===== config.mk =====
export PLATFORM = sky130hd
export DESIGN_NAME = mac_sched
export DESIGN_NICKNAME = d
export VERILOG_FILES = /design/src/rtl/mac_sched_pkg.sv /design/src/rtl/mac_sched_arb.sv /design/src/rtl/mac_sched.sv
export SDC_FILE = /design/constraint.sdc
export NUM_CORES = 1
export LEC_CHECK = 0
export BUFFER_PORTS_ARGS = -buffer_cell sky130_fd_sc_hd__buf_2
export CORE_AREA = 10 10 147 149
export CTS_CLUSTER_DIAMETER = 120
export DETAILED_ROUTE_END_ITERATION = 8
export DIE_AREA = 0 0 157 159
export HOLD_SLACK_MARGIN = 0.02
export PLACE_DENSITY = 0.66
export SKIP_LAST_GASP = 1
export SLEW_MARGIN = 10
export SYNTH_ARGS = -nofsm -noshare
export SYNTH_HDL_FRONTEND = slang
export SYNTH_SLANG_ARGS = --single-unit

===== constraint.sdc =====
create_clock -name clk -period 4.7 [get_ports clk]
set_input_delay 0.235 -clock clk [delete_from_list [all_inputs] [get_ports clk]]
set_output_delay 0.235 -clock clk [all_outputs]
set_load 0.05 [all_outputs]

===== src/rtl/mac_sched_pkg.sv =====
// Shared types for the MAC job scheduler: FSM state encoding and drain-counter width.
package mac_sched_pkg;

  typedef enum logic [2:0] {
    IDLE,
    GRANT,
    BUSY,
    DRAIN,
    RESP
  } state_t;

  // Wide enough for any practical datapath latency (up to 255 cycles).
  localparam int unsigned LAT_CNT_W = 8;

endpackage


===== src/rtl/mac_sched_arb.sv =====
// Combinational N-way arbiter: first set request at or after i_ptr wins.
// Used as fixed priority by tying i_ptr to zero.
module mac_sched_arb #(
  parameter int p_nreq = 4
) (
  input  logic [p_nreq-1:0]         i_req,
  input  logic [$clog2(p_nreq)-1:0] i_ptr,
  output logic [p_nreq-1:0]         o_gnt,
  output logic [$clog2(p_nreq)-1:0] o_idx,
  output logic                      o_any
);

  localparam int p_iw = $clog2(p_nreq);

  int w_j;

  always_comb begin
    o_gnt = '0;
    o_idx = '0;
    o_any = 1'b0;
    w_j   = 0;
    for (int k = 0; k < p_nreq; k++) begin
      w_j = int'(i_ptr) + k;
      if (w_j >= p_nreq) w_j = w_j - p_nreq;
      if (!o_any && i_req[w_j]) begin
        o_any      = 1'b1;
        o_gnt[w_j] = 1'b1;
        o_idx      = p_iw'(w_j);
      end
    end
  end

endmodule


===== src/rtl/mac_sched.sv =====
// Job scheduler for the shared MAC datapath: grants one requester per job, issues beats,
// waits out the pipeline and returns the sum. Define MAC_SCHED_RR_EN for round-robin.
module mac_sched
  import mac_sched_pkg::*;
#(
  parameter int p_nbits = 32,
  parameter int p_nreq  = 4,
  parameter int p_lat   = 2
) (
  input  logic                        clk,
  input  logic                        reset,
  input  logic [p_nreq-1:0]           req_val,
  output logic [p_nreq-1:0]           req_rdy,
  input  logic [p_nreq*p_nbits-1:0]   req_a,
  input  logic [p_nreq*p_nbits-1:0]   req_b,
  input  logic [p_nreq-1:0]           req_last,
  output logic                        dp_val,
  output logic                        dp_clr,
  output logic [p_nbits-1:0]          dp_a,
  output logic [p_nbits-1:0]          dp_b,
  input  logic [p_nbits-1:0]          dp_out,
  output logic                        resp_val,
  input  logic                        resp_rdy,
  output logic [p_nbits-1:0]          resp_data,
  output logic [$clog2(p_nreq)-1:0]   resp_id
);

  localparam int p_iw = $clog2(p_nreq);

  state_t                 r_state, w_state_next;
  logic [p_nreq-1:0]      r_gnt_oh;
  logic [p_iw-1:0]        r_gnt_idx;
  logic                   r_first;
  logic [LAT_CNT_W-1:0]   r_cnt;
  logic                   r_dp_val, r_dp_clr;
  logic [p_nbits-1:0]     r_dp_a, r_dp_b;
  logic [p_nbits-1:0]     r_resp_data;
  logic [p_iw-1:0]        r_resp_id;

  logic [p_nreq-1:0]      w_arb_gnt;
  logic [p_iw-1:0]        w_arb_idx;
  logic                   w_arb_any;
  logic [p_iw-1:0]        w_ptr;
  logic                   w_grant;
  logic                   w_accept;
  logic                   w_last;
  logic                   w_drain_done;
  logic [p_nbits-1:0]     w_a, w_b;

  assign w_grant      = (r_state == IDLE) && w_arb_any;
  assign w_accept     = (r_state == BUSY) && |(req_val & r_gnt_oh);
  assign w_last       = |(req_last & r_gnt_oh);
  assign w_drain_done = (r_state == DRAIN) && (r_cnt == LAT_CNT_W'(p_lat));
  assign w_a          = req_a[r_gnt_idx*p_nbits +: p_nbits];
  assign w_b          = req_b[r_gnt_idx*p_nbits +: p_nbits];

`ifdef MAC_SCHED_RR_EN
  logic [p_iw-1:0] r_ptr;

  always_ff @(posedge clk or posedge reset) begin
    if (reset) begin
      r_ptr <= '0;
    end else if (w_grant) begin
      r_ptr <= (w_arb_idx == p_iw'(p_nreq - 1)) ? '0 : w_arb_idx + 1'b1;
    end
  end

  assign w_ptr = r_ptr;
`else
  assign w_ptr = '0;
`endif

  mac_sched_arb #(.p_nreq(p_nreq)) u_arb (
    .i_req (req_val),
    .i_ptr (w_ptr),
    .o_gnt (w_arb_gnt),
    .o_idx (w_arb_idx),
    .o_any (w_arb_any)
  );

  always_ff @(posedge clk or posedge reset) begin
    if (reset) r_state <= IDLE;
    else       r_state <= w_state_next;
  end

  always_comb begin
    w_state_next = r_state;
    req_rdy      = '0;
    resp_val     = 1'b0;
    case (r_state)
      IDLE:  if (w_arb_any) w_state_next = GRANT;
      GRANT: w_state_next = BUSY;
      BUSY: begin
        req_rdy = r_gnt_oh;
        if (w_accept && w_last) w_state_next = DRAIN;
      end
      DRAIN: if (w_drain_done) w_state_next = RESP;
      RESP: begin
        resp_val = 1'b1;
        if (resp_rdy) w_state_next = IDLE;
      end
      default: w_state_next = IDLE;
    endcase
  end

  always_ff @(posedge clk or posedge reset) begin
    if (reset) begin
      r_gnt_oh  <= '0;
      r_gnt_idx <= '0;
      r_first   <= 1'b0;
    end else begin
      if (w_grant) begin
        r_gnt_oh  <= w_arb_gnt;
        r_gnt_idx <= w_arb_idx;
      end
      if (r_state == GRANT) r_first <= 1'b1;
      else if (w_accept)    r_first <= 1'b0;
    end
  end

  // Operands hold their last value between beats; only dp_val qualifies them.
  always_ff @(posedge clk or posedge reset) begin
    if (reset) begin
      r_dp_val <= 1'b0;
      r_dp_clr <= 1'b0;
      r_dp_a   <= '0;
      r_dp_b   <= '0;
    end else begin
      r_dp_val <= w_accept;
      r_dp_clr <= w_accept && r_first;
      if (w_accept) begin
        r_dp_a <= w_a;
        r_dp_b <= w_b;
      end
    end
  end

  // Counter is zero on DRAIN entry, which coincides with the final dp_val cycle.
  always_ff @(posedge clk or posedge reset) begin
    if (reset) begin
      r_cnt <= '0;
    end else if (r_state != DRAIN) begin
      r_cnt <= '0;
    end else if (!w_drain_done) begin
      r_cnt <= r_cnt + 1'b1;
    end
  end

  always_ff @(posedge clk or posedge reset) begin
    if (reset) begin
      r_resp_data <= '0;
      r_resp_id   <= '0;
    end else if (w_drain_done) begin
      r_resp_data <= dp_out;
      r_resp_id   <= r_gnt_idx;
    end
  end

  assign dp_val    = r_dp_val;
  assign dp_clr    = r_dp_clr;
  assign dp_a      = r_dp_a;
  assign dp_b      = r_dp_b;
  assign resp_data = r_resp_data;
  assign resp_id   = r_resp_id;

endmodule


==> results of run 1 <==
-- cells in the mapped netlist (2+ instances only) --
library cell / n
o31ai_1: 2
xor2_1: 5
a221oi_1: 2
nand2b_1: 2
buf_2: 9
nand3_1: 6
a22o_1: 3
ha_1: 2
o22ai_1: 2
dfrtp_1: 118
mux2_4: 29
mux2_2: 69
o21a_1: 3
mux4_2: 64
inv_1: 4
clkbuf_1: 11
buf_1: 3
nor2_1: 11
a21oi_1: 6
and3_1: 5
or2_2: 3
o21ai_0: 5
buf_12: 3
nand2_1: 3
-- cell families (layout without fill, tap and decap cells) --
| logic type | after synthesis | count (layout) |
|---|---|---|
| muxes | 162 | 162 |
| DFF | 118 | 118 |
| and+or+nand+nor | 40 | 40 |
| buffers and inverters | 31 | 445 |
| AOI/OAI and AO/OA | 25 | 25 |
| xor gates and xnor gates | 6 | 6 |
| adders and majority gates | 2 | 2 |
| other | 0 | 1 |
-- metrics by stage --
| stage | hold WS [ns] | area [um^2] | total power, uW | setup slack (ns) | util |
|---|---|---|---|---|---|
| 2_1_floorplan | 0.324 | 6270 | 5180 | 1.34 | - |
| 3_3_place_gp | 0.442 | 8470 | 6170 | 1.84 | 0.456 |
| 3_5_place_dp | 0.451 | 8470 | 6230 | 1.76 | 0.456 |
| 4_1_cts | 0.0233 | 9030 | 7470 | 1.73 | 0.486 |
| 5_1_grt | 0.0287 | 9030 | 7750 | 1.58 | 0.486 |
| 6_report | 0.0113 | 9030 | 7360 | 1.78 | 0.486 |
-- power groups by stage --
| stage | combinational, uW | sequential, uW | clock [uW] |
|---|---|---|---|
| 6_report | 4260 | 1890 | 1210 |
| 5_1_grt | 4480 | 1970 | 1290 |
| 4_1_cts | 4330 | 1900 | 1250 |
| 3_5_place_dp | 4320 | 1900 | 0 |
| 3_3_place_gp | 4280 | 1890 | 0 |
| 2_1_floorplan | 1850 | 3320 | 0 |
-- sequential cells by signal, summed over array words and instances, names as in the netlist --
register,cells
r_gnt_oh,4
r_gnt_idx,2
dp_b,32
dp_a,32
dp_val,1
r_state,3
dp_clr,1
resp_id,2
r_first,1
resp_data,32
r_cnt,8
-- worst paths after layout --
check	from	endpoint	slack, ns	depth (start not counted)
min in group clk	dp_out[9]	resp_data[9]	0.04	2
worst min-delay path	reset	resp_data[16]	0.01	2
worst max register to register	r_cnt[0]	resp_data[12]	1.78	6
worst min register to register	dp_a[18]	dp_a[18]	0.50	1
worst max-delay path	r_cnt[0]	resp_data[12]	1.78	6
max in group asynchronous	reset	dp_b[9]	3.58	3
-- critical path, cell delays in order (launching register included) --
cell,delay (ns)
dfrtp_1,0.42
inv_1,0.11
ha_1,0.15
or4b_4,0.47
nor4_4,0.36
nand2b_2,0.71
mux2_4,0.54
-- per-layer routing --
metal,up-vias,share of wire
met5,-,0
met3,22,0.087
met4,0,0.017
met2,229,0.52
li1,2306,-
met1,2532,0.37
-- cell type report --
class                      count  area [um^2]
clock inverter                14          116
timing repair buffer         409         2060
fill                        1689         9550
clock buffer                  18          439
inverter                       4         17.5
sequential                   118         2960
multi-input combinational    235         3140
antenna                        1         2.50
tap                          234          293
==> impl_metrics.json, run 1 <==
{
  "status": "finished, final reports clean",
  "async_flop_share": 1.00,
  "synthAdderAreaFrac": 0.00399,
  "critPathRequiredTime_ns": 4.99,
  "intPower_uw": 3840,
  "cts_resized": 0,
  "end_kind": "register",
  "hold_viol": 0,
  "viasPerCell": 4.93,
  "maxCapViolCount": 0,
  "synth_area_um2": 6270,
  "cts_inserted_buffers": 17,
  "grt_pass1_vias": 5636,
  "fin_tns_setup_ns": 0,
  "start_util": 0.338,
  "switching_power_uw": 3510,
  "slew_viol_final": 0,
  "die_h_um": 159,
  "dr_total_vias": 5089,
  "setup_viol": 0,
  "layout_common_cells": "buf_2, dfrtp_1, mux2_2",
  "skew_ns": 0.0101,
  "ir_worst_vdd_mv": 0.352,
  "fmax_ghz": 0.342,
  "yosys.area_share.simple": 0.0377,
  "dp_cells": 999,
  "grt_start_max_net_pins": 74,
  "cp_max_fo": 35,
  "die_width_um": 157,
  "use_met2": 0.299,
  "worst-setup-path-type": "register to register",
  "top_usage_layer": "met2",
  "synthXorXnorAreaFrac": 0.00838,
  "syn_area_per_cell_um2": 16.3,
  "synthMuxAreaShare": 0.423,
  "cts_num_sinks": 118,
  "drtAntennaViolNets": 0,
  "antenna_found_initial": 0,
  "min_period_over_period": 0.622,
  "worstMarginPinSlew_ns": 1.17,
  "dieArea_um2": 25000,
  "rsz0062_at_grt": "false",
  "power_frac_clock": 0.165,
  "grt_pass1_wl_mm": 33.0,
  "synth_top_area_cell": "dfrtp_1",
  "rows": 50,
  "synthTopCellsByArea": "dfrtp_1, mux4_2, mux2_2",
  "yosys_warnings": 0,
  "post_cts_buffers": 0,
  "hpwl_mm": 17.7,
  "cts_tree": "yes",
  "seq_area_frac_synth": 0.471,
  "drt_iter0_markers": 253,
  "synth_edf_count": 0,
  "ys_ff_latch": 118,
  "cts_hold_buf": 1,
  "cp.arrival_ns": 3.21,
  "synth_top_family_by_area": "multiplexers",
  "synth_nets": 685,
  "io_pins": 404,
  "stdcell_count": 1033,
  "cts-htree-levels": 4,
  "p_seq_frac": 0.256,
  "synthFlopType": "dfrtp_1",
  "grt_overflow": 0,
  "combPwrFrac": 0.579,
  "routedWlPerCell_um": 21.0,
  "cellPowerDensity_nw_per_um2": 814,
  "synth_top_area_share": 0.471,
  "clk_path_buf_depth": 2,
  "routed_wl_mm": 21.7,
  "drcViolationCount": 0,
  "routabilityCongestion": 0.883,
  "nets": 1086,
  "use_met3": 0.0599,
  "first_pass_iters": 4,
  "grt.total_usage": 0.171,
  "core_area_um2": 18600,
  "worstSkewPairLatency_ns": 0.41,
  "final_layout_size_suffix_gt1_frac": 0.768,
  "start_kind": "register",
  "swShare": 0.477,
  "root_buffer": "clkbuf_16",
  "min_period_ns": 2.92,
  "final_common_cell": "buf_2",
  "slew_headroom": 0.219,
  "met1_usage": 0.189,
  "synth_cells": 384,
  "port_buffers": 403,
  "synth_compound_area_frac": 0.0267,
  "synth.distinct_cells": 38,
  "clkTransAtPathRegs_ns": 0.06,
  "synthToLayoutAreaGrowth_pct": 44.0,
  "p_leak_uw": 0.00444,
  "hold_class": "input port to async pin"
}
(Power assumes the default switching activity.)
==> run 2, diff against run 1 <==
--- a/config.mk
+++ b/config.mk
@@ -6,10 +6,10 @@
 export NUM_CORES = 1
 export LEC_CHECK = 0
 export BUFFER_PORTS_ARGS = -buffer_cell sky130_fd_sc_hd__buf_2
-export CORE_AREA = 10 10 147 149
+export CORE_AREA = 10 10 150 152
 export CTS_CLUSTER_DIAMETER = 120
 export DETAILED_ROUTE_END_ITERATION = 8
-export DIE_AREA = 0 0 157 159
+export DIE_AREA = 0 0 160 162
 export HOLD_SLACK_MARGIN = 0.02
 export PLACE_DENSITY = 0.66
 export SKIP_LAST_GASP = 1
==> constraint.sdc (replaced) <==
create_clock -name clk -period 2.3 [get_ports clk]
set_input_delay 0.115 -clock clk [delete_from_list [all_inputs] [get_ports clk]]
set_output_delay 0.115 -clock clk [all_outputs]
set_load 0.05 [all_outputs]
==> run 2 against run 1 <==
Sequential share of layout area is 1.9 points lower. Power is 110% higher. Cell count is 7.1% higher. First-iteration DRC count is 13% higher. Highest routed layer unchanged.
==> impl_metrics.json, run 2 (synthesized netlist as in run 1, its figures left out) <==
{
  "dp_slack_ns": 0.242,
  "viasPerCell": 4.80,
  "postPlaceCellArea_um2": 8650,
  "rr_startpoint": "r_cnt[0]",
  "p_seq_frac": 0.241,
  "met1_usage": 0.194,
  "switching_power_uw": 7200,
  "drtAntennaViolNets": 0,
  "power_frac_clock": 0.167,
  "grt_pass1_vias": 5963,
  "rsz0062_at_grt": "false",
  "grt_overflow": 0,
  "drt_iter0_markers": 285,
  "dr_total_vias": 5314,
  "start_kind": "register",
  "port_buffers": 403,
  "synthToLayoutAreaGrowth_pct": 53.0,
  "use_met3": 0.0541,
  "rows": 51,
  "min_period_over_period": 0.903,
  "reg2regPathDepth": 7,
  "grt.total_usage": 0.172,
  "worstMarginPinSlew_ns": 0.595,
  "status": "finished, final reports clean",
  "cts_resized": 0,
  "cts_tree": "yes",
  "critPathRequiredTime_ns": 2.59,
  "drcViolationCount": 0,
  "fin_tns_setup_ns": 0,
  "routed_wl_mm": 22.8,
  "worstSkewPairLatency_ns": 0.41,
  "hold_class": "input port to register",
  "crit_start": "r_cnt[0]",
  "maxCapViolCount": 0,
  "final_layout_size_suffix_gt1_frac": 0.738,
  "cts_inserted_buffers": 17,
  "slew_viol_final": 0,
  "nets": 1129,
  "design_area_um2": 9600,
  "worst-setup-path-type": "register to register",
  "worst_slack_ns": 0.223,
  "final_common_cell": "buf_2",
  "cts_num_sinks": 118,
  "use_met2": 0.308,
  "die_width_um": 160,
  "die_h_um": 162,
  "start_util": 0.323,
  "p_leak_uw": 0.00466,
  "dieArea_um2": 25900,
  "fmax_ghz": 0.481,
  "cellPowerDensity_nw_per_um2": 1610,
  "skew_ns": 0.0124,
  "intPower_uw": 8240,
  "setup_viol": 0,
  "io_pins": 404,
  "hold_viol": 0,
  "cts-htree-levels": 4,
  "clkTransAtPathRegs_ns": 0.06,
  "combPwrFrac": 0.592,
  "cp.arrival_ns": 2.37,
  "hpwl_mm": 18.2,
  "ir_worst_vdd_mv": 0.768,
  "core_area_um2": 19400,
  "p_total_uw": 15400,
  "min_period_ns": 2.08,
  "grt_pass1_wl_mm": 35.1,
  "top_usage_layer": "met2",
  "swShare": 0.466,
  "end_kind": "register",
  "crit_end": "resp_data[17]",
  "grt_start_max_net_pins": 67,
  "cp_max_fo": 35,
  "clk_path_buf_depth": 2,
  "reg2reg_slack_ns": 0.22,
  "routedWlPerCell_um": 20.6,
  "antenna_found_initial": 1,
  "layout_common_cells": "buf_2, dfrtp_1, mux2_2",
  "routabilityCongestion": 0.929,
  "root_buffer": "clkbuf_16",
  "slew_headroom": 0.603,
  "r2r-end": "resp_data[17]",
  "first_pass_iters": 5
}
==> run 2: cell count changes in the layout (fill, tap and decap cells not counted), moves of 2 or more <==
cell	change
clkinv_4	+3
dlygate4sd3_1	+35
bufinv_16	+2
inv_6	-4
buf_12	+7
==> run 2: repair_timing <==
action                                 CTS  global route
hold buffers                            36             0
endpoints found under the hold margin   58             0
buffers inserted                         0             0
==> run 2: routing by layer <==
layer | vias to the layer above | wire length, um
li1 | 2396 | -
met1 | 2653 | 8870
met2 | 239 | 12000
met3 | 26 | 1600
met4 | 0 | 302
met5 | - | 0
==> run 2: worst min path at each step <==
stage	depth (start not counted)	slack, ns	to	startpoint
4_1_cts	3	0.03	r_gnt_oh[3]	req_val[3]
3_5_place_dp	2	0.22	dp_clr	reset
3_3_place_gp	2	0.21	dp_clr	reset
6_report	3	0.05	r_gnt_oh[3]	req_val[3]
2_1_floorplan	1	0.20	r_gnt_oh[1]	req_val[0]
5_1_grt	3	0.09	r_gnt_oh[3]	req_val[3]
==> run 2: per-stage QoR <==
step                      hold WS (ns)  instances   util
after floorplan                  0.204        384      -
after global placement           0.214       1038  0.446
after detailed placement         0.220       1038  0.446
after CTS                       0.0312       1105  0.495
after global routing            0.0908       1106  0.495
final                           0.0504       1106  0.495
==> run 2: layout make-up <==
class	instances	area (um^2)
Fill cell	1738	9800
Multi-Input combinational cell	235	3140
Sequential cell	118	2960
Timing Repair Buffer	452	2560
Clock buffer	17	425
Tap cell	265	332
Clock inverter	14	154
Inverter	4	18.8
Antenna cell	1	2.50
==> run 2: critical path, cell delays in order, from the launching register on <==
cell	delay, ns
dfrtp_1	0.43
inv_1	0.11
ha_1	0.14
or4b_4	0.46
nor4_4	0.17
nand2b_2	0.10
buf_12	0.21
mux2_4	0.33
==> run 2: power by group through the flow <==
stage          Sequential [uW]  Combinational, uW  Clock (uW)
2_1_floorplan             6790               3790           0
3_3_place_gp              3730               9090           0
3_5_place_dp              3750               9210           0
4_1_cts                   3730               9270        2660
5_1_grt                   3870               9620        2750
6_report                  3730               9140        2580
